===== config.mk =====
export PLATFORM = sky130hd
export DESIGN_NAME = dc_hex_ascii_ser
export DESIGN_NICKNAME = d
export VERILOG_FILES = /design/src/rtl/dc_hex_ascii_ser.sv
export SDC_FILE = /design/constraint.sdc
export NUM_CORES = 1
export LEC_CHECK = 0
export CORE_MARGIN = 4
export CORE_UTILIZATION = 44
export CTS_CLUSTER_SIZE = 10
export DETAILED_ROUTE_END_ITERATION = 10
export PLACE_DENSITY = 0.7
export SLEW_MARGIN = 20
export SYNTH_ARGS = -nofsm -noshare
export SYNTH_HDL_FRONTEND = slang
export SYNTH_SLANG_ARGS = --single-unit

===== constraint.sdc =====
create_clock -name clk -period 9.1 [get_ports clk]
set_input_delay 1.365 -clock clk [delete_from_list [all_inputs] [get_ports clk]]
set_output_delay 1.365 -clock clk [all_outputs]
set_load 0.02 [all_outputs]

===== src/rtl/dc_hex_ascii_ser.sv =====
// rtl/dc_hex_ascii_ser.sv - serial hex-to-ASCII string emitter
module dc_hex_ascii_ser #(
    parameter int DATA_W    = 32,
    parameter int PREFIX_EN = 1,
    parameter int EOL_EN    = 1
) (
    input  logic              clk,
    input  logic              rst,
    input  logic              in_valid,
    output logic              in_ready,
    input  logic [DATA_W-1:0] in_data,
    input  logic              lz_sup,
    input  logic              lower,
    output logic              out_valid,
    input  logic              out_ready,
    output logic [7:0]        out_char,
    output logic              out_last,
    output logic              busy
);

    localparam int NIB = DATA_W / 4;
    localparam int IW  = (NIB > 1) ? $clog2(NIB) : 1;

    if ((DATA_W % 4) != 0 || DATA_W < 4) begin : g_bad_width
        $error("dc_hex_ascii_ser: DATA_W must be a multiple of 4 and at least 4");
    end

    typedef enum logic [2:0] {IDLE, PFX0, PFX1, DIG, CR, LF} state_t;

    state_t            state;
    state_t            nxt_state;
    logic [DATA_W-1:0] word_q;
    logic [DATA_W-1:0] word_src;
    logic              lower_q;
    logic              lower_src;
    logic [IW-1:0]     idx_q;
    logic [IW-1:0]     nxt_idx;
    logic [IW-1:0]     lz_idx;
    logic [3:0]        nib;
    logic [7:0]        nxt_char;
    logic              nxt_last;
    logic              accept;
    logic              adv;

    function automatic logic [7:0] hex_char(input logic [3:0] n, input logic lc);
        if (n <= 4'd9)
            return 8'h30 + {4'h0, n};
        else
            return (lc ? 8'h61 : 8'h41) + {4'h0, n} - 8'd10;
    endfunction

    assign in_ready = (state == IDLE);
    assign busy     = ~in_ready;
    assign accept   = in_valid && in_ready;
    assign adv      = out_valid && out_ready;

    // On the accept cycle the word register is not loaded yet, so the first
    // character is built straight from the input.
    assign word_src  = accept ? in_data : word_q;
    assign lower_src = accept ? lower : lower_q;

    always_comb begin
        lz_idx = '0;
        for (int i = 0; i < NIB; i++) begin
            if (in_data[i*4 +: 4] != 4'h0)
                lz_idx = IW'(i);
        end
    end

    always_comb begin
        nxt_state = state;
        nxt_idx   = idx_q;
        case (state)
            IDLE: if (accept) begin
                nxt_idx   = lz_sup ? lz_idx : IW'(NIB - 1);
                nxt_state = (PREFIX_EN != 0) ? PFX0 : DIG;
            end
            PFX0: if (adv) nxt_state = PFX1;
            PFX1: if (adv) nxt_state = DIG;
            DIG: if (adv) begin
                if (idx_q == '0)
                    nxt_state = (EOL_EN != 0) ? CR : IDLE;
                else
                    nxt_idx = idx_q - 1'b1;
            end
            CR: if (adv) nxt_state = LF;
            LF: if (adv) nxt_state = IDLE;
            default: nxt_state = IDLE;
        endcase
    end

    assign nib = word_src[nxt_idx*4 +: 4];

    always_comb begin
        nxt_char = 8'h00;
        case (nxt_state)
            PFX0:    nxt_char = 8'h30;
            PFX1:    nxt_char = 8'h78;
            DIG:     nxt_char = hex_char(nib, lower_src);
            CR:      nxt_char = 8'h0D;
            LF:      nxt_char = 8'h0A;
            default: nxt_char = 8'h00;
        endcase
    end

    assign nxt_last = (nxt_state == LF) ||
                      (nxt_state == DIG && nxt_idx == '0 && EOL_EN == 0);

    always_ff @(posedge clk or posedge rst) begin
        if (rst) begin
            state     <= IDLE;
            idx_q     <= '0;
            word_q    <= '0;
            lower_q   <= 1'b0;
            out_valid <= 1'b0;
            out_char  <= 8'h00;
            out_last  <= 1'b0;
        end else begin
            state <= nxt_state;
            idx_q <= nxt_idx;
            if (accept) begin
                word_q  <= in_data;
                lower_q <= lower;
            end
            // Outputs only move on accept or handshake, so they hold during stalls.
            if (accept || adv) begin
                out_valid <= (nxt_state != IDLE);
                out_char  <= nxt_char;
                out_last  <= nxt_last;
            end
        end
    end

endmodule


-- Word-level counts from Yosys, hierarchy flattened
Index checks and enable logic that the tools add are counted.
- word-level logic and storage cells: 62
- bits in registers: 49
- output and inout bits: 12
- input port bits: 38
- bitwise gates (word level): 1
- multiplexer cells: 25
- reductions and logical operators: 13
- order comparisons: 1
- $add $sub $neg: 4
- equality and inequality tests: 10
- shifts and indexed selects: 1
- operators with widths (kind ; count):
    2-to-1 mux 3 bit ; 16
    case mux 8 bit (5 select lines) ; 1
    2-to-1 mux 32 bit ; 1
    indexed part select 32 x 6 -> 4 bit ; 1
    nonzero test 4 bit ; 7
    case mux 3 bit (6 select lines) ; 1
    == test 3 x 2 -> 1 bit, second input constant ; 4
    == test 3 bit, second input constant ; 4
    adder 7 x 4 -> 8 bit ; 1
    2-to-1 mux 8 bit ; 1
    subtractor 8 x 4 -> 8 bit, second input constant ; 1
    adder 6 x 4 -> 7 bit, first input constant ; 1
    == test 3 x 1 -> 1 bit, second input constant ; 2
    zero test 3 bit ; 2
    2-to-1 mux 6 bit ; 1
    case mux 3 bit (2 select lines) ; 1
    <= comparator 4 bit, second input constant ; 1
    nonzero test 3 bit ; 1
    subtractor 3 x 1 -> 3 bit, second input constant ; 1
    logical AND 1 bit ; 2
    2-to-1 mux 1 bit ; 2
    2-to-1 mux 2 bit ; 1
    logical OR 1 bit ; 1
    inverter 1 bit ; 1

-- Longest topological paths before layout
- word-level depth: 16
- depth in mapped cells: 17
- gate-level depth less buffers: 16

-- Least setup slack after synthesis
OpenSTA, ideal clock, no wires.
- path kind: input to register
- start: input port in_data[20]
- end: register out_char[1]
- arrival: 4.529 ns
- stages: 14
- library setup time: 0.096 ns
- path slack: 4.475 ns
- required time: 9.004 ns
- path through: or4_1 > a211oi_1 > o21ai_1 > nand2_1 > buf_2 > mux2i_1 > mux2i_1 > mux2i_1 > ha_1 > o21ai_0 > o22a_1 > a22oi_2 > mux2_4 > o32ai_2
- longest elaborated chain between the ends: 12
- elaborated cells between the ends (all ways): 15
- those cells by class: 3 x add/sub; 1 x order compare; 1 x shift; 9 x mux; 1 x reduce/logical
- ends and longest elaborated chain (element ; RTL line ; text):
    start, declared ; 11 ; input logic [DATA_W-1:0] in_data,
    nonzero test 4 bit ; 65 ; if (in_data[i*4 +: 4] != 4'h0)
    2-to-1 mux 3 bit (3 in series) ; 65 ;
    2-to-1 mux 3 bit ; 75 ; nxt_idx = lz_sup ? lz_idx : IW'(NIB - 1);
    2-to-1 mux 3 bit ; 74 ; IDLE: if (accept) begin
    case mux 3 bit (2 select lines) ; 73 ; case (state)
    indexed part select 32 x 6 -> 4 bit * ; 92 ; assign nib = word_src[nxt_idx*4 +: 4];
    adder 7 x 4 -> 8 bit ; 49 ; return (lc ? 8'h61 : 8'h41) + {4'h0, n} - 8'd10;
    subtractor 8 x 4 -> 8 bit ; 49 ;
    2-to-1 mux 8 bit * ; 46 ; if (n <= 4'd9)
    case mux 8 bit (5 select lines) * ; 96 ; case (nxt_state)
    end signal, assigned ; 128 ; out_char <= nxt_char;
    end, declared ; 16 ; output logic [7:0] out_char,
Mark *: on every way between the ends. The rest lies on a longest branch, timed or not.
A chain may end at the register's enable or synchronous reset.

-- Worst setup path in the final report
- start: input port in_valid
- end: register out_char[1]
- longest elaborated chain between the ends: 8
- elaborated cells between the ends (all ways): 19
- those cells by class: 3 x add/sub; 1 x order compare; 5 x eq/ne; 1 x shift; 7 x mux; 2 x reduce/logical
- ends and longest elaborated chain (element ; RTL line ; text):
    start, declared ; 9 ; input logic in_valid,
    logical AND 1 bit * ; 54 ; assign accept = in_valid && in_ready;
    2-to-1 mux 3 bit ; 74 ;
    case mux 3 bit (2 select lines) ; 73 ;
    indexed part select 32 x 6 -> 4 bit ; 92 ;
    adder 7 x 4 -> 8 bit ; 49 ;
    subtractor 8 x 4 -> 8 bit ; 49 ;
    2-to-1 mux 8 bit ; 46 ;
    case mux 8 bit (5 select lines) ; 96 ;
Marks and branches as above.

==> results.ini <==
[run_status]
status=completed

[die]
rows=28
ios=50
core-area_um2=5920
dieArea_um2=7380
die_h_um=85.9
die_w_um=85.9
start_util_pct=45.1

[global_route]
gr-usage-all-layers_pct=18.5
grt_max_degree=49
grt-ovfl-total=0
grt_antenna_before_repair=0
grt_pass1_vias=2185
grt_pass1_wl_mm=10.7

[cts]
clock-sinks=48
clkLatencyLatePin_ns=0.30
clock_tree.buffer_depth=2
ctsHoldBuffers=0
cts_setup_buffers=0
cts_tree=done
cts_buffers=5
cts_resized=0
htree_num_levels=2
cts.clk_slew.worst_paths_ns=0.09
cts_root_buffer=clkbuf_8

[sta]
max-slew-margin-rel_pct=45.7
min_period_ns=5.36
finClkSkew_ns=0.00701
setup_tns_ns=0
hold_viol_final=0
rsz0062_at_grt=no
fmax_ghz=0.186
slew_viol_final=0
tightest_slew_ns=0.814
finalSetupViolations=0
finalCritPeriodShare_pct=58.9

[synth]
synthesis.nets=345
syn_inst=303
synth_cell_types=57
synth_warnings=0
postSynth.asyncResetShare_pct=100
seq_area_frac_synth_pct=45.0
synth_edf_count=0
ys_ff_latch=48
synth_area_per_cell_um2=8.81
synth_area_um2=2670
ys.flop_type=dfrtp_1

[layout]
area_growth_pct=23.0
diodes=0
fin_nets=389
fillers=548
drive_gt1_share_pct=7.18

[power_and_ir_drop]
p_switching_uw=476
p_seq_share_pct=31.9
leakagePower_uw=0.00149
peakVddDrop_v=0.000192
p_int_uw=650
power_density_nw_per_um2=343
p_total_uw=1130
p_comb_share_pct=56.5
clkPwrFrac_pct=11.6
switching_share_pct=42.3

[placement]
gp_congestion=0.819
hpwl_mm=4.90
place.port_buffers=48

[job]
cap_violations=0

[worst_setup_path]
worstSetupStartpointType=input pin
required_ns=9.31
cp_max_fo=37
crit_start=in_valid
arrival_ns=5.57
critPathKind=input pin to register
endpoint_kind=register
r2r_start=state[1]

[min_path]
hp-class=register to register
min_from=word_q[26]

[route]
drt_wl_total_mm=6.64
wl_per_cell_um=15.7
first_pass_iters=4
vias=2287
via_per_inst=5.41
first_iter_violations=133
ant_nets=0
drc=0

-- metal layers --
layer,wire length (um),track usage [%],up-vias,part of all wire (%)
met5,0,0,-,0
met4,77,4.89,0,1.2
met3,235,3.17,6,3.5
met2,3050,29.3,46,46
met1,3280,26.2,1104,49
li1,-,-,1131,-
-- worst paths after layout --
| path | endpoint | slack [ns] | cells past startpoint |
|---|---|---|---|
| setup / recovery | out_char[1] | 3.74 | 15 |
| hold / removal | word_q[26] | 0.48 | 2 |
| setup reg to reg | out_char[1] | 4.67 | 14 |
| hold reg to reg | word_q[26] | 0.48 | 2 |
| max in group asynchronous | state[0] | 7.10 | 2 |
| min in group asynchronous | word_q[22] | 1.51 | 2 |
-- per-stage QoR --
| step | cells | instance area [um2] | setup slack, ns | util, % | hold WS [ns] |
|---|---|---|---|---|---|
| 6_report | 423 | 3280 | 3.74 | 55.5 | 0.476 |
| 3_3_place_gp | 415 | 3190 | 3.61 | 53.9 | 0.450 |
| 2_1_floorplan | 303 | 2670 | 4.48 | - | 0.433 |
| 3_5_place_dp | 415 | 3190 | 3.45 | 53.9 | 0.461 |
| 4_1_cts | 423 | 3280 | 3.78 | 55.5 | 0.481 |
| 5_1_grt | 423 | 3280 | 3.39 | 55.5 | 0.488 |
-- worst max-delay path, stage by stage --
cell and delay, ns:
clkdlybuf4s50_1 0.52, nor4b_4 0.20, buf_4 0.40, and3_1 0.27, o21ai_1 0.08, nand2_1 0.41, mux2i_1 0.28, mux2i_1 0.10
mux2i_1 0.43, ha_1 0.29, o21ai_0 0.13, o22a_1 0.25, a22oi_2 0.30, mux2_4 0.34, o32ai_2 0.19
-- logic make-up after synthesis --
group	Yosys count	synth area share, %
flops	48	45.0
buf+inv	22	3.75
simple gates	160	26.8
compound gates	47	14.0
fa+ha+maj	4	1.87
other cells	1	0.140
mux	21	8.48
-- cell usage in the layout (no fill, tap or decap), drive strengths merged, types with 2 or more instances in the layout --
cell,Yosys,final
and2,2,2
nand2b,2,2
and3,2,2
nand3,4,4
o22a,3,3
nor3,4,4
a21boi,2,2
mux2i,14,14
dfrtp,48,48
nor4,5,5
a21o,2,2
or3,4,4
o21ai,11,11
mux2,7,7
a211o,2,2
o32ai,3,3
nand2,113,113
nor2,11,11
inv,9,8
or2,2,2
clkbuf,6,8
a21oi,7,7
nand3b,2,2
clkdlybuf4s50,0,48
a31oi,2,2
buf,7,2
ha,4,4
or4,5,5
-- cells in the mapped netlist, types with 2 or more instances --
| master | count | area share, % |
|---|---|---|
| or4_1 | 5 | 1.4 |
| and3_1 | 2 | 0.47 |
| a211o_1 | 2 | 0.66 |
| mux2_2 | 5 | 2.1 |
| buf_2 | 2 | 0.37 |
| inv_2 | 2 | 0.28 |
| buf_4 | 2 | 0.56 |
| a21o_1 | 2 | 0.56 |
| o22a_1 | 3 | 0.98 |
| nor4_1 | 5 | 1.2 |
| ha_1 | 4 | 1.9 |
| nand3b_1 | 2 | 0.56 |
| nor3_1 | 4 | 0.75 |
| nor2_1 | 11 | 1.5 |
| buf_1 | 2 | 0.28 |
| nand2b_1 | 2 | 0.47 |
| nand2_1 | 113 | 16 |
| o21ai_0 | 10 | 1.9 |
| inv_1 | 7 | 0.98 |
| nand3_1 | 4 | 0.75 |
| clkbuf_1 | 6 | 0.84 |
| mux2_4 | 2 | 1.1 |
| mux2i_1 | 14 | 5.2 |
| a31oi_1 | 2 | 0.47 |
| dfrtp_1 | 48 | 45 |
| a21oi_1 | 7 | 1.3 |
| or3_1 | 4 | 0.94 |
| o32ai_1 | 2 | 0.66 |
-- state kept, by name (all words and copies together) (netlist names) --
| name | cells |
|---|---|
| idx_q | 3 |
| out_char | 7 |
| out_valid | 1 |
| word_q | 32 |
| lower_q | 1 |
| out_last | 1 |
| state | 3 |
-- power by group through the flow --
stage	combinational, uW	clock [uW]	sequential, uW
2_1_floorplan	467	0	366
3_3_place_gp	621	0	362
3_5_place_dp	631	0	364
4_1_cts	634	133	359
5_1_grt	700	142	371
6_report	637	130	360
-- final cells by class --
type,count,area [um2],share of cell area (%)
multi-input cells,233,1370,41.7
flip-flops and latches,48,1200,36.6
repair buffers,50,495,15.1
well taps,75,93.8,2.86
clock buffers,8,90.1,2.74
inverters,9,35.0,1.07
(Power assumes the default switching activity.)
==> edit 1, RTL diff (same flow settings) <==
The parameter `DATA_W` goes from 32 to 128.
--- a/src/rtl/dc_hex_ascii_ser.sv
+++ b/src/rtl/dc_hex_ascii_ser.sv
@@ -1,6 +1,6 @@
 // rtl/dc_hex_ascii_ser.sv - serial hex-to-ASCII string emitter
 module dc_hex_ascii_ser #(
-    parameter int DATA_W    = 32,
+    parameter int DATA_W    = 128,
     parameter int PREFIX_EN = 1,
     parameter int EOL_EN    = 1
 ) (
Interface: changed (resized in_data); port bits go from 50 to 146. No check against the original RTL was run, so the function may have changed too.
==> edit 1 against the original RTL <==
Routed wire length rose to 4.3 times the old value; via count rose to 3.4 times the old value; area after synthesis rose to 3.1 times the old value; clock skew fell by 1.7 ps; sequential cell count rose by 98; die area rose to 2.8 times the old value; total power rose to 3.3 times the old value; combinational power rose to 3.1 times the old value; worst setup slack got worse by 840 ps; count of clock-buffer cells in the layout rose by 10; worst hold slack got worse by 12 ps; critical path depth rose by 3; final area rose to 3.1 times the old value.
==> edit 1: results (changes against the original RTL) <==
[status]
status = completed  ; unchanged

[worst_setup_path]
reg2regPathDepth = 18  ; was 14
worstPathArrival_ps = 6530  ; was 5570 ps
reg2reg_slack_ps = 4010  ; was 4670 ps
cp_slowest_cell = nor4_1  ; was clkdlybuf4s50_1
slowest_delay_ps = 860  ; was 520 ps
crit_path_max_fanout = 16  ; was 37
worstReg2RegStart = state[1]  ; unchanged

[yosys]
synth_nets = 1114  ; was 345
ys_seq_area_frac = 0.447  ; was 0.450
synth_ff_type = dfrtp_1  ; unchanged
synth_cells = 977  ; was 303
synth_commonest_cells = nand2_1 (394), dfrtp_1 (146), mux2i_1 (54)  ; was nand2_1 (113), dfrtp_1 (48), mux2i_1 (14)
netlist_top_cells_area = dfrtp_1 (45%), nand2_1 (18%), mux2i_1 (6.6%), nor4_1 (2.6%), o211ai_1 (2.0%)  ; was dfrtp_1 (45%), nand2_1 (16%), mux2i_1 (5.2%), mux2_2 (2.1%), ha_1 (1.9%)
synthDistinctLibCells = 78  ; was 57

[route]
firstDrtPassIters = 6  ; was 4
viasPerCell = 5.84  ; was 5.41
num_vias = 7817  ; was 2287
drt-initial-drc-count = 690  ; was 133
drt_wl_total_um = 28300  ; was 6640 µm

[clock_network]
cts_made_buffers = 17  ; was 5
cts-root-buf = clkbuf_16  ; was clkbuf_8
clock_latency_ps = 430  ; was 300 ps
clk_pin_slew_ps = 60  ; was 90 ps
h-tree-depth = 4  ; was 2

[min_path]
hold_path_class = flip-flop to flip-flop  ; unchanged
hold_path.startpoint = word_q[6]  ; was word_q[26]
min_to = word_q[6]  ; was word_q[26]

[grt]
grtUsageTotal = 0.275  ; was 0.185
grt_max_degree = 92  ; was 49
grt_pass1_wl_um = 43400  ; was 10700 µm
grt_pass1_vias = 7416  ; was 2185

[cells_and_area]
reg_top3 = word_q (128), out_char (7), idx_q (5)  ; was word_q (32), out_char (7)
finalNetCount = 1233  ; was 389
nFillCells = 1609  ; was 548
drive_above_1_share = 0.0631  ; was 0.0718

[power_and_ir_drop]
ir_worst_vdd_uv = 203  ; was 192 µV
swShare = 0.437  ; was 0.423
p_leak_nw = 4.70  ; was 1.49 nW

[timing]
slew_headroom = 0.259  ; was 0.457
holdWs_ps = 465  ; was 476 ps
clock_skew_ps = 5.29  ; was 7.01 ps

[place]
place_inst = 1306  ; was 415
dpl.hpwl_um = 20900  ; was 4900 µm
io_buffer_count = 144  ; was 48
gp_congestion = 1.13  ; was 0.819

## edit 1: cell types whose count changed in the layout (fill, tap and decap cells not counted), moves of 18 or more
cell | unedited run | this run
nor4_1 | 5 | 34
clkdlybuf4s50_1 | 48 | 144
nand3_1 | 4 | 22
mux2i_1 | 14 | 54
nand2_1 | 113 | 394
o211ai_1 | 1 | 22
dfrtp_1 | 48 | 146
## edit 1: routing by layer
metal | GRT usage | share of wire | vias up
li1 | - | - | 3663
met2 | 0.424 | 0.45 | 344
met3 | 0.0516 | 0.070 | 52
met1 | 0.396 | 0.45 | 3758
met5 | 0 | 0 | -
met4 | 0.0839 | 0.027 | 0
## edit 1: final cells by class
class | instances | share of cell area
sequential | 146 | 0.355
tap | 229 | 0.0278
clock buffer | 18 | 0.0427
inverter | 18 | 0.00875
timing repair buffer | 152 | 0.146
multi-input combinational | 761 | 0.406
clock inverter | 14 | 0.0140
## edit 1: how the worst max path moves through the flow
stage / cells past startpoint / start / endpoint / slack [ps]
after global routing: 19 / in_valid / out_char[1] / 2590
after global placement: 19 / in_valid / out_char[1] / 2580
final: 18 / in_data[52] / out_char[1] / 2900
after floorplan: 1 / rst / idx_q[0] / 3810
after detailed placement: 19 / in_valid / out_char[1] / 2610
after CTS: 19 / in_valid / out_char[1] / 3040
## edit 1: stage by stage
stage	setup slack [ps]	area [µm²]	total power [mW]
global placement	2580	9710	2.98
global route	2590	10300	3.95
CTS	3040	10300	3.70
floorplan	3810	8170	2.46
detailed placement	2610	9710	2.99
finish	2900	10300	3.72
## edit 1: power by group through the flow
stage / registers, mW / logic [mW] / clock network [mW]
after global placement: 1.07 / 1.91 / 0
after CTS: 1.07 / 1.93 / 0.701
after global routing: 1.10 / 2.12 / 0.732
after floorplan: 1.06 / 1.40 / 0
after detailed placement: 1.08 / 1.91 / 0
final: 1.07 / 1.96 / 0.698
## edit 1: cells by family (layout without fill, tap and decap cells)
family | count (synthesis) | in the layout | share of synthesized area
AND/OR/NAND/NOR | 547 | 547 | 0.294
AO/OA/AOI/OAI | 147 | 147 | 0.134
flip-flops | 146 | 146 | 0.447
buffers and inverters | 70 | 202 | 0.0427
multiplexers | 61 | 61 | 0.0758
adder cells (fa/ha/maj) | 3 | 3 | 0.00459
XOR/XNOR | 2 | 2 | 0.00214
other | 1 | 1 | 0.000459
## edit 1: critical path: cells and delay by family
kind                       cells  cell delay, ps
AOI/OAI and AO/OA              8            1860
buffers and inverters          3            1030
adders and majority gates      1             200
and+or+nand+nor                5            1910
muxes                          1             150
==> edit 2, RTL diff (same settings) <==
Without the edit above. The 6 states of `state_t` get a one-hot encoding in 6 bits.
--- a/src/rtl/dc_hex_ascii_ser.sv
+++ b/src/rtl/dc_hex_ascii_ser.sv
@@ -25,7 +25,7 @@
         $error("dc_hex_ascii_ser: DATA_W must be a multiple of 4 and at least 4");
     end
 
-    typedef enum logic [2:0] {IDLE, PFX0, PFX1, DIG, CR, LF} state_t;
+    typedef enum logic [5:0] {IDLE = 6'b000001, PFX0 = 6'b000010, PFX1 = 6'b000100, DIG = 6'b001000, CR = 6'b010000, LF = 6'b100000} state_t;
 
     state_t            state;
     state_t            nxt_state;
Function: same outputs for any inputs over 10 cycles, from zero or initial values and one cycle with rst high; not proved beyond that.
==> edit 2 against the original RTL <==
Clock skew down 2.5 ps; routed wire length grew 16%; worst setup slack better by 270 ps; area after synthesis rose by 16%; total power up 17%; final area grew 13%; critical path depth fell by 1; sequential cell count grew 3; largest power group unchanged; highest routed layer unchanged.
==> edit 2: results (changes against the original RTL) <==
[place]
place_area_um2 = 3620  ; was 3190 µm²
dp_worst_setup_slack_ps = 3680  ; was 3450 ps
gp_congestion = 0.846  ; was 0.819
dpl.hpwl_um = 5740  ; was 4900 µm
place_inst = 460  ; was 415

[cells_and_area]
nonClkBufAreaFrac = 0.131  ; was 0.151
reg_top3 = word_q (32), out_char (7), state (6)  ; was word_q (32), out_char (7)
multi_input_area_share = 0.440  ; was 0.417
finalNetCount = 413  ; was 389
stdcell_count = 468  ; was 423
n_antenna_cell = 0  ; unchanged
nonClockInverterCount = 28  ; was 9
signal_buffers = 49  ; was 50
ff_latch_area_um2 = 1280  ; was 1200 µm²
layout.comb_gates.multi_input = 236  ; was 233
drive_above_1_share = 0.116  ; was 0.0718
area.growth.synth_to_final_pct = 20.0  ; was 23.0%
nFillCells = 649  ; was 548
clk_share = 0.0236  ; was 0.0274

[yosys]
synth_cells = 327  ; was 303
synth_nets = 369  ; was 345
synth-seq-cells = 51  ; was 48
synthDistinctLibCells = 71  ; was 57
netlist_top_cells_area = dfrtp_1 (40%), nand2_1 (8.5%), mux2i_1 (5.8%), inv_1 (3.2%), mux4_2 (2.9%)  ; was dfrtp_1 (45%), nand2_1 (16%), mux2i_1 (5.2%), mux2_2 (2.1%), ha_1 (1.9%)
ys_seq_area_frac = 0.413  ; was 0.450
synth_commonest_cells = nand2_1 (70), dfrtp_1 (50), inv_1 (26)  ; was nand2_1 (113), dfrtp_1 (48), mux2i_1 (14)

[clock_network]
clock_latency_ps = 320  ; was 300 ps
cts_resized = 0  ; unchanged
clk_pin_slew_ps = 100
post_cts_buffers = 0  ; unchanged

[route]
wl_met1_um = 3610  ; was 3280 µm
wl_met3_um = 436  ; was 235 µm
wl_met2_um = 3550  ; was 3050 µm
num_vias = 2557  ; was 2287
wl_per_cell_um = 16.5  ; was 15.7 µm
drt-initial-drc-count = 142  ; was 133

[power_and_ir_drop]
ir_worst_vdd_uv = 134  ; was 192 µV
p_sw_mw = 0.595  ; was 0.476 mW
p_leak_nw = 1.75  ; was 1.49 nW

[timing]
clock_skew_ps = 4.47  ; was 7.01 ps
slew_headroom = 0.404  ; was 0.457
holdWs_ps = 484  ; was 476 ps

[grt]
grt_pass1_wl_um = 12800  ; was 10700 µm
grt_max_degree = 52  ; was 49
grtUsageTotal = 0.188  ; was 0.185

[status]
status = completed  ; unchanged

[floorplanning]
tap_cells = 96  ; was 75

[worst_setup_path]
worstPathArrival_ps = 5330  ; was 5570 ps
crit_path_max_fanout = 36  ; was 37

==> edit 2: path summary, 6_finish.rpt <==
path                           from          end  slack (ps)  cells past startpoint
max                        in_valid  out_char[1]        4010                     14
min                        out_last     out_last         480                      2
min in group asynchronous       rst   word_q[13]        1520                      2
max reg2reg                state[0]  out_char[1]        4780                     14
max in group asynchronous       rst     idx_q[2]        7060                      2
min reg2reg                out_last     out_last         480                      2
==> edit 2: kinds of logic (layout without fill, tap and decap cells) <==
family	Yosys count	in the layout	synth area share
flip-flops	51	51	0.413
adder cells (fa/ha/maj)	4	4	0.0162
multiplexers	27	27	0.108
XOR/XNOR	3	3	0.00849
AO/OA/AOI/OAI	69	69	0.183
buffers and inverters	40	85	0.0590
AND/OR/NAND/NOR	132	132	0.211
other	1	1	0.00121
==> edit 2: routing by layer <==
layer | vias to the layer above | GRT usage
li1 | 1244 | -
met1 | 1226 | 0.264
met2 | 74 | 0.293
met3 | 13 | 0.0443
met4 | 0 | 0.0520
met5 | - | 0
==> edit 2: power groups by stage <==
stage | Clock [mW] | Sequential [mW] | Combinational, mW
after CTS | 0.139 | 0.371 | 0.807
after global routing | 0.149 | 0.382 | 0.904
after floorplan | 0 | 0.372 | 0.621
final | 0.139 | 0.371 | 0.811
after detailed placement | 0 | 0.376 | 0.801
after global placement | 0 | 0.373 | 0.791
==> edit 2: worst max-delay path, cell delays in order <==
cell and delay, ps:
clkdlybuf4s50_1 630, nand3_2 300, buf_4 380, o21ai_4 370
mux4_2 540, mux2_4 300, inv_2 80, ha_1 140
nor2_1 60, a311oi_1 250, o211ai_1 160, o211ai_1 200
mux2_2 380, o211ai_1 150
